==> config.mk <==
export PLATFORM = sky130hd
export DESIGN_NAME = johnson_phase_monitor
export DESIGN_NICKNAME = d
export VERILOG_FILES = /design/src/rtl/johnson_mon_pkg.sv /design/src/rtl/johnson_phase_decode.sv /design/src/rtl/johnson_phase_monitor.sv
export SDC_FILE = /design/constraint.sdc
export NUM_CORES = 1
export LEC_CHECK = 0
export CORE_UTILIZATION = 55
export CTS_CLUSTER_SIZE = 16
export DETAILED_ROUTE_END_ITERATION = 7
export DONT_BUFFER_PORTS = 1
export PLACE_DENSITY = 0.7
export SKIP_CTS_REPAIR_TIMING = 1
export SLEW_MARGIN = 5
export SYNTH_ARGS = -nofsm -noshare
export SYNTH_HDL_FRONTEND = slang
export SYNTH_SLANG_ARGS = --single-unit
==> constraint.sdc <==
create_clock -name clk_i -period 3 [get_ports clk_i]
set_input_delay 0.6 -clock clk_i [delete_from_list [all_inputs] [get_ports clk_i]]
set_output_delay 0.6 -clock clk_i [all_outputs]
set_load 0.01 [all_outputs]
==> src/rtl/johnson_mon_pkg.sv <==
// Shared definitions for the Johnson phase monitor: FSM state encoding,
// default phase width and the modulo phase increment.
package johnson_mon_pkg;

    localparam logic [1:0] IDLE  = 2'd0;
    localparam logic [1:0] TRACK = 2'd1;
    localparam logic [1:0] LOCK  = 2'd2;

    typedef enum logic [1:0] {
        ST_IDLE  = IDLE,
        ST_TRACK = TRACK,
        ST_LOCK  = LOCK
    } mon_state_e;

    localparam int unsigned N_DEFAULT = 4;
    localparam int unsigned PHASE_W   = $clog2(2 * N_DEFAULT);

    // Increment modulo the number of legal phases (2N).
    function automatic int unsigned next_phase(input int unsigned p,
                                               input int unsigned n_phases);
        return (p + 1 == n_phases) ? 0 : p + 1;
    endfunction

endpackage

==> src/rtl/johnson_phase_decode.sv <==
// Combinational decode of one Johnson code into legality, phase index and
// a one-hot phase vector (all zero when the code is not a Johnson state).
module johnson_phase_decode #(
    parameter int unsigned N  = 4,
    parameter int unsigned PW = $clog2(2 * N)
) (
    input  logic [N-1:0]   c_i,
    output logic           legal_o,
    output logic [PW-1:0]  phase_o,
    output logic [2*N-1:0] onehot_o
);

    logic [N-1:0] c_inv;
    int unsigned  ones;

    assign c_inv = ~c_i;

    // A legal code is a run of ones anchored at bit 0 (filling phase) or a
    // run of ones anchored at the MSB (draining phase); x & (x+1) == 0
    // tests for a contiguous run starting at bit 0.
    always_comb begin
        ones = 0;
        for (int i = 0; i < int'(N); i++) begin
            ones += int'(c_i[i]);
        end

        if (c_i[N-1]) begin
            legal_o = ((c_inv & (c_inv + N'(1))) == '0);
        end else begin
            legal_o = ((c_i & (c_i + N'(1))) == '0);
        end

        if (!c_i[N-1]) begin
            phase_o = PW'(ones);
        end else if (c_inv == '0) begin
            phase_o = PW'(N);
        end else begin
            phase_o = PW'(2 * N - ones);
        end
    end

    for (genvar gi = 0; gi < int'(2 * N); gi++) begin : g_onehot
        assign onehot_o[gi] = legal_o && (phase_o == PW'(gi));
    end

endmodule

==> src/rtl/johnson_phase_monitor.sv <==
// Monitors a sampled Johnson counter: decodes phase, checks each step
// against the legal sequence, acquires/holds lock and counts faults.
module johnson_phase_monitor
    import johnson_mon_pkg::*;
#(
    parameter int unsigned N        = 4,
    parameter int unsigned LOCK_CNT = 4,
    parameter bit          HOLD_OK  = 1'b1,
    parameter int unsigned ERR_W    = 8,
    localparam int unsigned PW      = $clog2(2 * N)
) (
    input  logic             clk_i,
    input  logic             rst_ni,
    input  logic             jc_valid_i,
    input  logic [N-1:0]     jc_i,
    input  logic             clr_err_i,
    output logic [PW-1:0]    phase_o,
    output logic [2*N-1:0]   phase_oh_o,
    output logic             phase_vld_o,
    output logic             wrap_o,
    output logic             illegal_o,
    output logic             locked_o,
    output logic [ERR_W-1:0] err_cnt_o
);

    localparam int unsigned NPH   = 2 * N;
    localparam int unsigned CNT_W = 4;

    logic             dec_legal;
    logic [PW-1:0]    dec_phase;
    logic [2*N-1:0]   dec_oh;

    mon_state_e       state_q;
    logic [PW-1:0]    prev_q;
    logic [CNT_W-1:0] good_cnt_q;
    logic [PW-1:0]    phase_q;
    logic [2*N-1:0]   phase_oh_q;
    logic             phase_vld_q;
    logic             wrap_q;
    logic             illegal_q;
    logic             locked_q;
    logic [ERR_W-1:0] err_cnt_q;
    logic [ERR_W-1:0] err_cnt_d;

    logic [PW-1:0]    step_next;
    logic             step_good;
    logic             wrap_hit;
    logic             fault;

    johnson_phase_decode #(
        .N  (N),
        .PW (PW)
    ) u_decode (
        .c_i      (jc_i),
        .legal_o  (dec_legal),
        .phase_o  (dec_phase),
        .onehot_o (dec_oh)
    );

    assign step_next = PW'(next_phase(int'(prev_q), NPH));
    assign step_good = dec_legal &&
                       ((dec_phase == step_next) || (HOLD_OK && (dec_phase == prev_q)));
    assign wrap_hit  = step_good && (prev_q == PW'(NPH - 1)) && (dec_phase == '0);

    // Without a reference only the code itself can be wrong; with one, the step must be good too.
    assign fault = jc_valid_i && ((state_q == ST_IDLE) ? !dec_legal : !step_good);

    always_ff @(posedge clk_i or negedge rst_ni) begin
        if (!rst_ni) begin
            state_q     <= ST_IDLE;
            prev_q      <= '0;
            good_cnt_q  <= '0;
            phase_q     <= '0;
            phase_oh_q  <= '0;
            phase_vld_q <= 1'b0;
            wrap_q      <= 1'b0;
            illegal_q   <= 1'b0;
            locked_q    <= 1'b0;
        end else begin
            phase_vld_q <= 1'b0;
            wrap_q      <= 1'b0;
            illegal_q   <= 1'b0;

            if (jc_valid_i) begin
                illegal_q <= fault;

                if (dec_legal) begin
                    phase_q     <= dec_phase;
                    phase_oh_q  <= dec_oh;
                    phase_vld_q <= 1'b1;
                end else begin
                    phase_oh_q  <= '0;
                end

                case (state_q)
                    ST_IDLE: begin
                        if (dec_legal) begin
                            prev_q     <= dec_phase;
                            good_cnt_q <= '0;
                            state_q    <= ST_TRACK;
                        end
                    end
                    ST_TRACK, ST_LOCK: begin
                        if (step_good) begin
                            prev_q <= dec_phase;
                            wrap_q <= wrap_hit;
                            if (state_q == ST_TRACK) begin
                                good_cnt_q <= good_cnt_q + CNT_W'(1);
                                if (good_cnt_q + CNT_W'(1) == CNT_W'(LOCK_CNT)) begin
                                    state_q  <= ST_LOCK;
                                    locked_q <= 1'b1;
                                end
                            end
                        end else begin
                            // A decodable code after a bad step reseeds tracking.
                            locked_q   <= 1'b0;
                            good_cnt_q <= '0;
                            if (dec_legal) begin
                                prev_q  <= dec_phase;
                                state_q <= ST_TRACK;
                            end else begin
                                state_q <= ST_IDLE;
                            end
                        end
                    end
                    default: begin
                        state_q  <= ST_IDLE;
                        locked_q <= 1'b0;
                    end
                endcase
            end
        end
    end

    // Clear wins over a coincident fault; the count sticks at all-ones.
    always_comb begin
        err_cnt_d = err_cnt_q;
        if (clr_err_i) begin
            err_cnt_d = '0;
        end else if (fault && (err_cnt_q != '1)) begin
            err_cnt_d = err_cnt_q + ERR_W'(1);
        end
    end

    always_ff @(posedge clk_i or negedge rst_ni) begin
        if (!rst_ni) begin
            err_cnt_q <= '0;
        end else begin
            err_cnt_q <= err_cnt_d;
        end
    end

    assign phase_o     = phase_q;
    assign phase_oh_o  = phase_oh_q;
    assign phase_vld_o = phase_vld_q;
    assign wrap_o      = wrap_q;
    assign illegal_o   = illegal_q;
    assign locked_o    = locked_q;
    assign err_cnt_o   = err_cnt_q;

endmodule

==> flow_summary.ini <==
[synth]
synth_cell_types = 53
syn_avg_cell_area_um2 = 9.56
yosysTopAreaCellShare = 0.395
yosysWarnings = 0
synth_compound_area_frac = 0.208
syn-instance-count = 212
yosysTopAreaCell = dfrtp_1
synth_edf_count = 0
ys_ff_latch = 32
synth_simple_gate_area_frac = 0.195
synth_xor_area_frac = 0.00865
synth_top_family_by_area = compound AO/OA/AOI/OAI gates
ys_seq_area_frac = 0.395
muxShareOfSynthArea = 0.0445
synth_adder_area_share = 0.0902
synthFlopType = dfrtp_1
synth.area.top_cells = dfrtp_1 (40%), ha_1 (8.0%), inv_1 (4.1%)
async_flop_share = 1.00
synth_area_mm2 = 0.00203
synth_nets = 234

[global_routing]
gr-total-overflow = 0
grt_pass1_vias = 1599
grt_first_pass_wirelength_mm = 7.40
grt_antenna_before_repair = 0
grt_use_total = 0.239
grt_max_degree = 33

[sta]
finalSetupTns_ns = -0.0401
fin_crit_ns = 3.04
relSlewSlack = 0.708
fin_skew_ns = 0.00606
tightest_slew_ns = 0.436
timing.fmax_mhz = 329
rsz0062_at_grt = yes
fin_crit_sh = 1.01
drv_slew = 0
setup_viol = 2
hold_viol = 0
fin_ws_ns = -0.0360

[die]
die_x_um = 62.7
boundaryPins = 31
rows = 21
fp.dieH_um = 62.7
core-area_mm2 = 0.00344
start_util = 0.589
dieArea_mm2 = 0.00393

[clock_network]
htree_levels = 2
cts_sinks = 32
cts_buffers = 5
clk_pin_slew_ns = 0.06
ctsRootBufferMaster = clkbuf_8
cts_tree = built
insertion_delay_ns = 0.29
clk_path_buf_depth = 2

[placement]
dp.cells = 270
dp_hpwl_mm = 3.37
portBuffers = 0
placed_area_mm2 = 0.00228
gp_congestion = 0.807

[setup_path]
slowest_delay_ns = 0.60
cp_slowest_cell = fa_2
startpoint_type = input port
worstPathBufferInverterCount = 4
cp-end-kind = register
r2r_slack_ns = 0.46
arrival_ns = 3.25
crit_family = adder cells
crit_chain = inv_12 -> ha_4 -> inv_2 -> fa_2 -> nor3b_4 -> buf_4 -> a21o_4 -> a311oi_2 -> a32oi_2 -> buf_6 -> a21boi_2 -> or4_1 -> a21oi_2
worstPathMaxFanout = 6
crit_required_ns = 3.21
critPathKind = input port to register

[power_and_ir_drop]
clock_power_share = 0.276
p_total_mw = 1.64
p_int_mw = 1.09
cellLeakagePower_nw = 1.10
seqPwrFrac = 0.336
p_sw_frac = 0.333
power.switching_mw = 0.544
ir_drop_uv = 449
power.density_mw_per_mm2 = 638
p_comb_frac = 0.388

[finish]
n_antenna_cell = 0
fin_cells = 286
drive_gt1_frac = 0.300
utilization = 0.745
final_area_mm2 = 0.00256
final_nets = 261
syn2layout_area_growth_pct = 26.6

[detailed_routing]
viasPerCell = 6.00
dr_total_vias = 1716
drt_iter0_drc = 126
ant_nets = 0
firstDrtPassIters = 4
wirelength_mm = 4.70
drc = 0
avgRoutedWirePerCell_um = 16.4

[outcome]
status = finished with violations
violations = negative setup slack

[min_path]
min_path_type = input port to asynchronous set/reset pin

[job]
maxCapViolCount = 0
per-layer routing:
metal | wire (um) | vias to the layer above | part of all wire | track usage
met3 | 187 | 5 | 0.040 | 0.0566
met4 | 55 | 0 | 0.012 | 0.0756
li1 | - | 821 | - | -
met2 | 2530 | 47 | 0.54 | 0.431
met1 | 1930 | 843 | 0.41 | 0.277
met5 | 0 | - | 0 | 0
cell families (layout without fill, tap and decap cells):
group                    count (synthesis)  in the layout
XOR/XNOR                                 2              2
flip-flops                              32             32
AND/OR/NAND/NOR                         70             70
multiplexers                             8              8
buffers and inverters                   28             55
adder cells (fa/ha/maj)                 14             14
AO/OA/AOI/OAI                           58             59
cells in the mapped netlist (4+ instances only):
master   count
nand2_1     17
nand3_1      4
o31ai_1      5
o21ai_0      8
nand4_1      4
inv_1       22
ha_1        13
mux2_2       4
a21oi_1     10
dfrtp_1     32
nor2_1       9
o22ai_1      9
or4_1        4
and2_1       5
final cells by class:
type	instances	area [um^2]
tap	46	57.6
clock inverter	1	30.0
timing repair buffer	25	215
fill	238	877
sequential	32	801
inverter	22	100
multi-input combinational	153	1260
clock buffer	7	96.3
cell usage in the layout (no fill, tap or decap), types with 4 or more instances in the layout:
cell type  Yosys  final
o22ai_1        9      9
and2_1         5      5
nand3_1        4      4
inv_1         22     18
o31ai_1        5      5
o21ai_0        8      6
buf_4          0     20
dfrtp_1       32     32
clkbuf_8       0      7
buf_6          2      4
a21oi_1       10      7
ha_1          13     11
nand2_1       17     17
nand4_1        4      4
nor2_1         9      8
worst paths after layout:
kind / startpoint / end / cells after the start
max: jc_i[0] / err_cnt_o[6]$_DFFE_PN0P_ / 13
min: rst_ni / good_cnt_q[3]$_DFFE_PN0P_ / 0
max reg2reg: register / good_cnt_q[0]$_DFFE_PN0P_ / 10
min reg2reg: phase_o[1]$_DFFE_PN0P_ / phase_o[1]$_DFFE_PN0P_ / 2
max in group asynchronous: rst_ni / phase_vld_o$_DFF_PN0_ / 1
min in group clk_i: clr_err_i / err_cnt_o[4]$_DFFE_PN0P_ / 1
through the flow:
step | hold WS [ns] | setup WS (ns)
global route | -0.00570 | -0.0956
detailed placement | 0.305 | -0.554
finish | 0.00832 | -0.0360
global placement | 0.305 | -0.381
floorplan | 0.304 | -0.208
CTS | 0.000176 | -0.263
worst register-to-register path: cells and delay by family (launching register included):
kind                       cells  cell delay [ns]
muxes                          1             0.16
AOI/OAI and AO/OA              3             0.60
adders and majority gates      2             0.56
and+or+nand+nor                2             0.48
DFF                            1             0.41
buffers and inverters          2             0.27
flip-flops by register name, indices dropped and copies added (netlist names), named ones only:
signal	cells
good_cnt_q	4
state_q	2
wrap_o	1
phase_o	3
locked_o	1
illegal_o	1
err_cnt_o	8
phase_oh_o	8
phase_vld_o	1
power groups by stage:
stage               combinational (mW)  sequential (mW)  clock, mW
floorplan                        0.391            0.542          0
global placement                 0.485            0.552          0
detailed placement               0.507            0.557          0
CTS                              0.509            0.550      0.452
global route                     0.694            0.556      0.474
finish                           0.635            0.549      0.451
No activity file was read; power rests on OpenSTA's default activity.
